`src/rtl/clkrst_seq_pkg.sv`:
```
// ---------------------------------------------------------------------------
// clkrst_seq_pkg
// Shared definitions for the clock/reset release sequencer:
//   - state_e        : sequencer state encoding
//   - SYNC_STAGES_MIN: shallowest legal reset synchroniser
//   - NUM_CH_MAX     : largest supported channel count
// Optional feature macro: CLKRST_SEQ_SOFT_RST_EN adds the SOFT state.
// ---------------------------------------------------------------------------
package clkrst_seq_pkg;

    localparam int SYNC_STAGES_MIN = 2;
    localparam int NUM_CH_MAX      = 16;

    typedef enum logic [2:0] {
        ST_HOLD    = 3'd0,
        ST_GAP     = 3'd1,
        ST_RELEASE = 3'd2,
`ifdef CLKRST_SEQ_SOFT_RST_EN
        ST_RUN     = 3'd3,
        ST_SOFT    = 3'd4
`else
        ST_RUN     = 3'd3
`endif
    } state_e;

endpackage

```
`src/rtl/clkrst_rst_sync.sv`:
```
// ---------------------------------------------------------------------------
// clkrst_rst_sync
// Reset synchroniser: asserts asynchronously, deasserts after STAGES rising
// edges of clk. Reusable for any single-clock reset domain.
// Ports:
//   clk        - clock
//   rst_n      - asynchronous active-low reset in
//   rst_sync_n - active-low reset out, deassertion synchronous to clk
// ---------------------------------------------------------------------------
module clkrst_rst_sync #(
    parameter int STAGES = 2
) (
    input  logic clk,
    input  logic rst_n,
    output logic rst_sync_n
);

    logic [STAGES-1:0] chain;

    // NOTE: sequential state uses non-blocking (<=) so every flop samples the
    // pre-edge value of its neighbour; blocking here would collapse the chain.
    always_ff @(posedge clk or negedge rst_n) begin
        if (!rst_n) begin
            chain <= '0;
        end else begin
            chain <= {chain[STAGES-2:0], 1'b1};
        end
    end

    assign rst_sync_n = chain[STAGES-1];

endmodule

```
`src/rtl/clkrst_seq.sv`:
```
// ---------------------------------------------------------------------------
// clkrst_seq
// Releases NUM_CH clock/reset channels one at a time after power-on reset:
// for each channel wait GAP_CYCLES, enable its clock, then one cycle later
// release its reset. hold_i freezes the sequence. Once all channels run,
// seq_done_o goes high.
// Optional macro CLKRST_SEQ_SOFT_RST_EN: per-channel 4-phase soft reset
// (soft_req_i / soft_ack_o) serviced one channel at a time from RUN.
// Without it soft_req_i is ignored and soft_ack_o is tied to 0.
// Ports:
//   axis_clk    - clock, all flops on rising edge
//   axis_rst_n  - asynchronous active-low reset
//   hold_i      - freeze release sequence while high
//   soft_req_i  - per-channel soft-reset request
//   soft_ack_o  - per-channel soft-reset acknowledge
//   ch_clk_en_o - per-channel clock enable
//   ch_rst_n_o  - per-channel active-low reset
//   seq_done_o  - all channels released
// ---------------------------------------------------------------------------
module clkrst_seq
    import clkrst_seq_pkg::*;
#(
    parameter int NUM_CH      = 4,
    parameter int SYNC_STAGES = 2,
    parameter int GAP_CYCLES  = 8
) (
    input  logic              axis_clk,
    input  logic              axis_rst_n,
    input  logic              hold_i,
    input  logic [NUM_CH-1:0] soft_req_i,
    output logic [NUM_CH-1:0] soft_ack_o,
    output logic [NUM_CH-1:0] ch_clk_en_o,
    output logic [NUM_CH-1:0] ch_rst_n_o,
    output logic              seq_done_o
);

    localparam int CNT_W  = $clog2(GAP_CYCLES + 1);
    localparam int IDX_W  = (NUM_CH > 1) ? $clog2(NUM_CH) : 1;
    localparam int SYNC_N = (SYNC_STAGES < SYNC_STAGES_MIN) ? SYNC_STAGES_MIN : SYNC_STAGES;

    localparam logic [CNT_W-1:0] CNT_LAST = CNT_W'(GAP_CYCLES - 1);
    localparam logic [IDX_W-1:0] IDX_LAST = IDX_W'(NUM_CH - 1);

    logic             sync_rst_n;
    state_e           state;
    logic [IDX_W-1:0] idx;
    logic [CNT_W-1:0] cnt;

    clkrst_rst_sync #(
        .STAGES (SYNC_N)
    ) u_rst_sync (
        .clk        (axis_clk),
        .rst_n      (axis_rst_n),
        .rst_sync_n (sync_rst_n)
    );

`ifdef CLKRST_SEQ_SOFT_RST_EN
    logic             soft_pend;
    logic [IDX_W-1:0] soft_sel;

    // Lowest-index channel with an unacknowledged request. Requests made
    // before RUN simply stay pending here until RUN is reached.
    // NOTE: every always_comb output gets a default first, otherwise paths
    // that skip an assignment infer a latch.
    always_comb begin
        soft_pend = 1'b0;
        soft_sel  = '0;
        for (int k = NUM_CH - 1; k >= 0; k--) begin
            if (soft_req_i[k] && !soft_ack_o[k]) begin
                soft_pend = 1'b1;
                soft_sel  = IDX_W'(k);
            end
        end
    end
`else
    logic unused_soft_req;
    assign unused_soft_req = ^soft_req_i;
    assign soft_ack_o      = '0;
`endif

    // NOTE: all state here is control, not storage, so everything is reset;
    // there is no memory array that could be left unreset.
    always_ff @(posedge axis_clk or negedge axis_rst_n) begin
        if (!axis_rst_n) begin
            state       <= ST_HOLD;
            idx         <= '0;
            cnt         <= '0;
            ch_clk_en_o <= '0;
            ch_rst_n_o  <= '0;
            seq_done_o  <= 1'b0;
`ifdef CLKRST_SEQ_SOFT_RST_EN
            soft_ack_o  <= '0;
`endif
        end else begin
`ifdef CLKRST_SEQ_SOFT_RST_EN
            // Acks drop once the requester withdraws; SOFT exit overrides below.
            soft_ack_o <= soft_ack_o & soft_req_i;
`endif
            case (state)
                ST_HOLD: begin
                    if (sync_rst_n && !hold_i) begin
                        state <= ST_GAP;
                        cnt   <= '0;
                    end
                end
                ST_GAP: begin
                    if (!hold_i) begin
                        if (cnt == CNT_LAST) begin
                            ch_clk_en_o[idx] <= 1'b1;
                            state            <= ST_RELEASE;
                        end else begin
                            cnt <= cnt + 1'b1;
                        end
                    end
                end
                ST_RELEASE: begin
                    if (!hold_i) begin
                        ch_rst_n_o[idx] <= 1'b1;
                        if (idx == IDX_LAST) begin
                            state      <= ST_RUN;
                            seq_done_o <= 1'b1;
                        end else begin
                            idx   <= idx + 1'b1;
                            cnt   <= '0;
                            state <= ST_GAP;
                        end
                    end
                end
`ifdef CLKRST_SEQ_SOFT_RST_EN
                ST_RUN: begin
                    // idx is free once every channel is released, so it
                    // carries the channel under soft reset.
                    if (soft_pend) begin
                        idx                  <= soft_sel;
                        cnt                  <= '0;
                        ch_rst_n_o[soft_sel] <= 1'b0;
                        state                <= ST_SOFT;
                    end
                end
                ST_SOFT: begin
                    if (cnt == CNT_LAST) begin
                        ch_rst_n_o[idx] <= 1'b1;
                        soft_ack_o[idx] <= 1'b1;
                        state           <= ST_RUN;
                    end else begin
                        cnt <= cnt + 1'b1;
                    end
                end
`else
                ST_RUN: begin
                end
`endif
                default: begin
                    state <= ST_HOLD;
                end
            endcase
        end
    end

endmodule
```
`config.mk`:
```
export PLATFORM = sky130hd
export DESIGN_NAME = clkrst_seq
export DESIGN_NICKNAME = d
export VERILOG_FILES = /design/src/rtl/clkrst_seq_pkg.sv /design/src/rtl/clkrst_rst_sync.sv /design/src/rtl/clkrst_seq.sv
export SDC_FILE = /design/constraint.sdc
export NUM_CORES = 1
export LEC_CHECK = 0
export ABC_AREA = 1
export ABC_CLOCK_PERIOD_IN_PS = 1200
export CORE_MARGIN = 10
export CORE_UTILIZATION = 46
export CTS_BUF_LIST = sky130_fd_sc_hd__clkbuf_2 sky130_fd_sc_hd__clkbuf_4 sky130_fd_sc_hd__clkbuf_8
export CTS_CLUSTER_DIAMETER = 150
export CTS_CLUSTER_SIZE = 10
export DETAILED_ROUTE_END_ITERATION = 8
export GPL_TIMING_DRIVEN = 0
export PLACE_DENSITY = 0.78
export SETUP_SLACK_MARGIN = 0.1
export SLEW_MARGIN = 20
export SYNTH_ARGS = -nofsm -noshare
export SYNTH_HDL_FRONTEND = slang
export SYNTH_HIERARCHICAL = 1
export SYNTH_SLANG_ARGS = --single-unit
```
`constraint.sdc`:
```
create_clock -name axis_clk -period 1.2 [get_ports axis_clk]
set_input_delay 0.12 -clock axis_clk [delete_from_list [all_inputs] [get_ports axis_clk]]
set_output_delay 0.12 -clock axis_clk [all_outputs]
set_load 0.01 [all_outputs]
```
==> flow_summary.yaml, run 1 <==
status:
  outcome: "completed"
synthesis:
  yosysSeqAreaShare_pct: 50.20
  syn-instance-count: 109
  synth_xor_area_share_pct: 0.9247
  muxShareOfSynthArea_pct: 0
  synth_area_sq_um: 947.2
  ys.warnings.count: 6
  synth_compound_area_share_pct: 8.190
  synth_top_family_by_area: "simple AND/OR/NAND/NOR gates"
  yosys_register_bits: 19
  synthAdderAreaFrac_pct: 6.605
  synth-simple-area-share_pct: 23.78
  synthDistinctLibCells: 17
  avgSynthCellArea_sq_um: 8.690
timing:
  hold_viol: 0
  rsz0062_at_grt: "true"
  fmax_mhz: 852.5
  finalCritPeriodShare_pct: 97.75
  fin_skew_ns: 0.006968
  slew_headroom_pct: 43.75
  finalMaxSlewViolations: 0
  setup_viol_count_final: 0
  worstMarginPinSlew_ns: 0.8411
  period_minus_slack_ns: 1.173
power:
  p_clk_share_pct: 19.2
  p_leak_nw: 0.6357
  peakVddDrop_mv: 0.7841
  switching_power_mw: 0.6683
  sw_frac_of_total_pct: 37.11
  p_per_area_nw_per_um2: 1435
  p_comb_share_pct: 35.6
  power_mw: 1.801
  seqPwrFrac_pct: 45.3
  internal_power_mw: 1.132
grt:
  grt_max_degree: 20
  grt_remaining_overflow: 0
  antenna_found_initial: 0
  track_usage_pct: 9.398
  grt_pass1_vias: 739
  grt_pass1_wl_microns: 3256
floorplan:
  die_h_microns: 65.38
  fp.dieArea_sq_um: 4274
  start_util_pct: 48.28
  coreArea_sq_um: 1962
  die_w_microns: 65.38
  io_pins: 20
  rows: 16
clock_network:
  cts_hold_buf: 0
  clk_pin_slew_ns: 0.11
  cts-root-buf: "clkbuf_4"
  cts.sinks: 19
  cts_tree: "built"
  clk_latency_ns: 0.29
  cts_max_path_buffers: 2
  numCtsBuffers: 3
  cts_max_level: 1
worst_setup_path:
  start_kind: "flip-flop"
  crit_start: "cnt[1]$_DFFE_PN0P_"
  required_ns: 1.39
  cp_max_fo: 4
  critPathKind: "reg -> reg"
  r2r_cells: 8
  cp-end-kind: "flip-flop"
  reg2reg_from: "cnt[1]$_DFFE_PN0P_"
  reg2reg_to: "cnt[1]$_DFFE_PN0P_"
  reg2reg_setup_slack_ns: 0.03
  arrival_ns: 1.36
cells_and_area:
  diodes: 0
  nets: 146
  drive_gt1_share_pct: 33.08
  area_growth_pct: 32.50
  fin_cells: 160
drt:
  first_pass_iters: 4
  drc_errors: 0
  vias: 750
  finalWirelength_microns: 1997
  avgViaCountPerCell: 4.688
  wl_per_cell_microns: 12.48
  drtIter0Drc: 22
  postRouteAntennaNets: 0
worst_hold_path:
  hold_class: "in -> async"
placed_design:
  dp_hpwl_microns: 1349
  io_buffers: 11
  placed_cells: 150
  gp_congestion: 0.7662
run:
  maxCapViolations: 0
## metal layers
metal,global-route usage (%),vias up,share of wire [%]
li1,-,376,-
met2,14.51,18,47
met1,10.31,354,43
met5,0,-,0
met3,5.593,2,9.8
met4,3.743,0,0.40
## worst max-delay path by stage
stage	end	slack, ns	cells after the start
6_report	cnt[1]$_DFFE_PN0P_	0.03	8
2_1_floorplan	cnt[2]$_DFFE_PN0P_	0.07	8
4_1_cts	cnt[3]$_DFFE_PN0P_	0.02	8
3_3_place_gp	cnt[3]$_DFFE_PN0P_	-0.04	8
3_5_place_dp	cnt[3]$_DFFE_PN0P_	-0.09	8
5_1_grt	cnt[1]$_DFFE_PN0P_	-0.04	8
## area by class of cell
cell class                      instances  area [sq um]
Multi-Input combinational cell         73         478.0
Tap cell                               27         33.78
Timing Repair Buffer                   17         143.9
Fill cell                             174         706.9
Sequential cell                        19         479.2
Buffer                                  4         30.03
Clock buffer                            4         30.03
Inverter                               16         60.06
## state kept, by name, summed over array words and instances, names as in the netlist
signal / count
ch_clk_en_o: 4
ch_rst_n_o: 4
cnt: 4
idx: 2
seq_done_o: 1
state: 2
u_rst_sync/chain: 2
## worst max-delay path, stage by stage (launching register included)
cell	delay (ns)
dfrtp_1	0.41
ha_4	0.17
nand2_4	0.05
nor2_4	0.13
nand2_2	0.07
nand2_2	0.08
nor2_4	0.04
nand2_1	0.06
nand2_1	0.05
## stage by stage
step / hold slack [ns] / setup WS (ns) / instance area [sq um] / setup TNS (ns) / util [%]
5_1_grt: 0.3428 / -0.03752 / 1255 / -0.1044 / 63.97
4_1_cts: 0.3223 / 0.01528 / 1184 / 0 / 60.33
3_5_place_dp: 0.3496 / -0.08549 / 1105 / -0.6961 / 56.31
3_3_place_gp: 0.3326 / -0.03995 / 1105 / -0.1864 / 56.31
6_report: 0.2965 / 0.02702 / 1255 / 0 / 63.97
2_1_floorplan: -0.1756 / 0.06587 / 960.9 / 0 / -
## power groups by stage
stage / Combinational (mW) / Clock [mW] / Sequential (mW)
floorplan: 0.352 / 0 / 0.796
global placement: 0.428 / 0 / 0.814
finish: 0.640 / 0.345 / 0.815
CTS: 0.525 / 0.358 / 0.795
detailed placement: 0.440 / 0 / 0.814
global route: 0.735 / 0.385 / 0.827
## layout by cell type (no fill, tap or decap), drive strengths merged
cell	synthesis	final
dfrtp	19	19
clkdlybuf4s50	0	2
nand3	8	8
o21ai	3	3
inv	16	16
clkdlybuf4s15	0	6
nand2	31	31
nand4	1	1
ha	5	5
or2	1	1
nor2	9	9
buf	4	10
clkbuf	0	7
o21bai	7	7
a21oi	2	2
xor2	1	1
conb	2	5
## logic make-up after synthesis
family / count (synthesis)
other: 2
XOR/XNOR: 1
AND/OR/NAND/NOR: 50
adder cells (fa/ha/maj): 5
flip-flops: 19
buffers and inverters: 20
AO/OA/AOI/OAI: 12
## cell usage after synthesis
cell type	number	area share, %
nor2_1	6	2.4
or2_1	1	0.66
nand2_1	31	12
xor2_1	1	0.92
buf_4	4	3.2
nand3_1	5	2.6
o21ai_0	3	1.6
o21bai_1	7	5.5
a21oi_1	2	1.1
nor2_2	3	2.0
ha_1	5	6.6
nand4_1	1	0.66
conb_1	2	0.79
dfrtp_1	19	50
nand3_2	3	3.2
inv_2	2	0.79
inv_1	14	5.5
## repair_timing
action | in CTS | in global routing
setup endpoints to repair | 21 | 18
resized for setup | 25 | 24
buffers inserted | 4 | 3
pin swaps | 7 | 11
(Power assumes the default switching activity.)
==> inputs of run 2 (changes only) <==
- SKIP_LAST_GASP: default -> 1
- SLEW_MARGIN: 20 -> default
==> run 2 against run 1 <==
Compared with the run above:
- first-iteration DRC count is the same
- global-route usage did not move
- routed wire length is essentially flat
- critical path type unchanged
- critical endpoint unchanged
- largest cell class unchanged
==> flow_summary.yaml, run 2 (synthesized netlist as in run 1, its figures left out) <==
status:
  outcome: "completed"
timing:
  setup_ws_ns: 0.02702
  worstMarginPinSlew_ns: 0.8410
  fmax_mhz: 852.5
  finalMaxSlewViolations: 0
  hold_viol: 0
  fin_skew_ns: 0.006942
  slew_headroom_pct: 43.76
  rsz0062_at_grt: "true"
  finalCritPeriodShare_pct: 97.75
  setup_viol_count_final: 0
  period_minus_slack_ns: 1.173
worst_setup_path:
  reg2reg_to: "cnt[1]$_DFFE_PN0P_"
  reg2reg_setup_slack_ns: 0.03
  cp_max_fo: 4
  critPathKind: "reg -> reg"
  r2r_cells: 8
  arrival_ns: 1.36
  cp-end-kind: "flip-flop"
  start_kind: "flip-flop"
  required_ns: 1.39
  reg2reg_from: "cnt[1]$_DFFE_PN0P_"
placed_design:
  place_ws_ns: -0.08549
  dp_hpwl_microns: 1349
  gp_congestion: 0.7662
  io_buffers: 11
drt:
  first_pass_iters: 4
  drc_errors: 0
  wl_per_cell_microns: 12.48
  postRouteAntennaNets: 0
  avgViaCountPerCell: 4.688
  drtIter0Drc: 22
  finalWirelength_microns: 1996
  vias: 750
power:
  sw_frac_of_total_pct: 37.11
  seqPwrFrac_pct: 45.3
  internal_power_mw: 1.132
  p_comb_share_pct: 35.6
  p_leak_nw: 0.6383
  p_clk_share_pct: 19.2
  p_per_area_nw_per_um2: 1435
  switching_power_mw: 0.6683
  peakVddDrop_mv: 0.7841
  power_mw: 1.801
worst_hold_path:
  hold_class: "in -> async"
floorplan:
  die_w_microns: 65.38
  die_h_microns: 65.38
  start_util_pct: 48.28
  fp.dieArea_sq_um: 4274
  io_pins: 20
  coreArea_sq_um: 1962
  rows: 16
clock_network:
  cts.sinks: 19
  clk_latency_ns: 0.29
  cts-root-buf: "clkbuf_4"
  cts_max_level: 1
  numCtsBuffers: 3
  clk_pin_slew_ns: 0.11
  cts_tree: "built"
  cts_hold_buf: 0
  cts_max_path_buffers: 2
grt:
  antenna_found_initial: 0
  grt_pass1_vias: 739
  grt_remaining_overflow: 0
  grt_max_degree: 20
  grt_pass1_wl_microns: 3256
  track_usage_pct: 9.398
cells_and_area:
  mostFrequentLayoutCells: "nand2_1, dfrtp_1, inv_1"
  fin_util_pct: 63.97
  drive_gt1_share_pct: 32.33
  largestRegisters: "ch_clk_en_o x4, ch_rst_n_o x4, cnt x4"
  diodes: 0
  layout.cells.most_common: "nand2_1"
  nets: 146
  area_growth_pct: 32.50
run:
  maxCapViolations: 0
[run 2: cell count changes in the layout (fill, tap and decap cells not counted)]
cell	before	now
inv_2	7	6
inv_1	9	10
[run 2: through the flow]
step	TNS (ns)	instances	instance area, sq um	hold slack, ns
3_3_place_gp	-0.1864	150	1105	0.3326
6_report	0	160	1255	0.2964
4_1_cts	0	158	1184	0.3223
2_1_floorplan	0	112	960.9	-0.1756
3_5_place_dp	-0.6961	150	1105	0.3496
5_1_grt	-0.1044	160	1255	0.3428
[run 2: layout make-up]
class	instances	area, sq um
Buffer	4	30.03
Sequential cell	19	479.2
Fill cell	174	706.9
Timing Repair Buffer	17	143.9
Clock buffer	4	30.03
Inverter	16	60.06
Tap cell	27	33.78
Multi-Input combinational cell	73	478.0
[run 2: timing repair]
| item | 4_1_cts | 5_1_grt |
|---|---|---|
| setup endpoints to repair | 21 | 18 |
| pin swaps | 7 | 11 |
| gates resized for setup | 25 | 23 |
| setup buffers | 4 | 3 |
[run 2: worst max-delay path: stages (launching register included)]
cell	delay, ns
dfrtp_1	0.41
ha_4	0.17
nand2_4	0.05
nor2_4	0.13
nand2_2	0.07
nand2_2	0.08
nor2_4	0.04
nand2_1	0.06
nand2_1	0.05
[run 2: worst max path at each step]
stage | to | startpoint | cells after the start
3_3_place_gp | cnt[3]$_DFFE_PN0P_ | cnt[0]$_DFFE_PN0P_ | 8
3_5_place_dp | cnt[3]$_DFFE_PN0P_ | cnt[0]$_DFFE_PN0P_ | 8
4_1_cts | cnt[3]$_DFFE_PN0P_ | cnt[0]$_DFFE_PN0P_ | 8
5_1_grt | cnt[1]$_DFFE_PN0P_ | cnt[1]$_DFFE_PN0P_ | 8
2_1_floorplan | cnt[2]$_DFFE_PN0P_ | cnt[0]$_DFFE_PN0P_ | 8
6_report | cnt[1]$_DFFE_PN0P_ | cnt[1]$_DFFE_PN0P_ | 8
[run 2: power groups by stage]
stage                     clock network (mW)  logic [mW]  registers (mW)
after CTS                              0.358       0.525           0.795
after global routing                   0.385       0.735           0.827
after global placement                     0       0.428           0.814
final                                  0.345       0.640           0.815
after detailed placement                   0       0.440           0.814
after floorplan                            0       0.352           0.796
[run 2: routing by layer]
layer	track usage [%]	routed length [microns]
met2	14.51	936
met5	0	0
met3	5.593	195
met4	3.743	8
met1	10.31	856
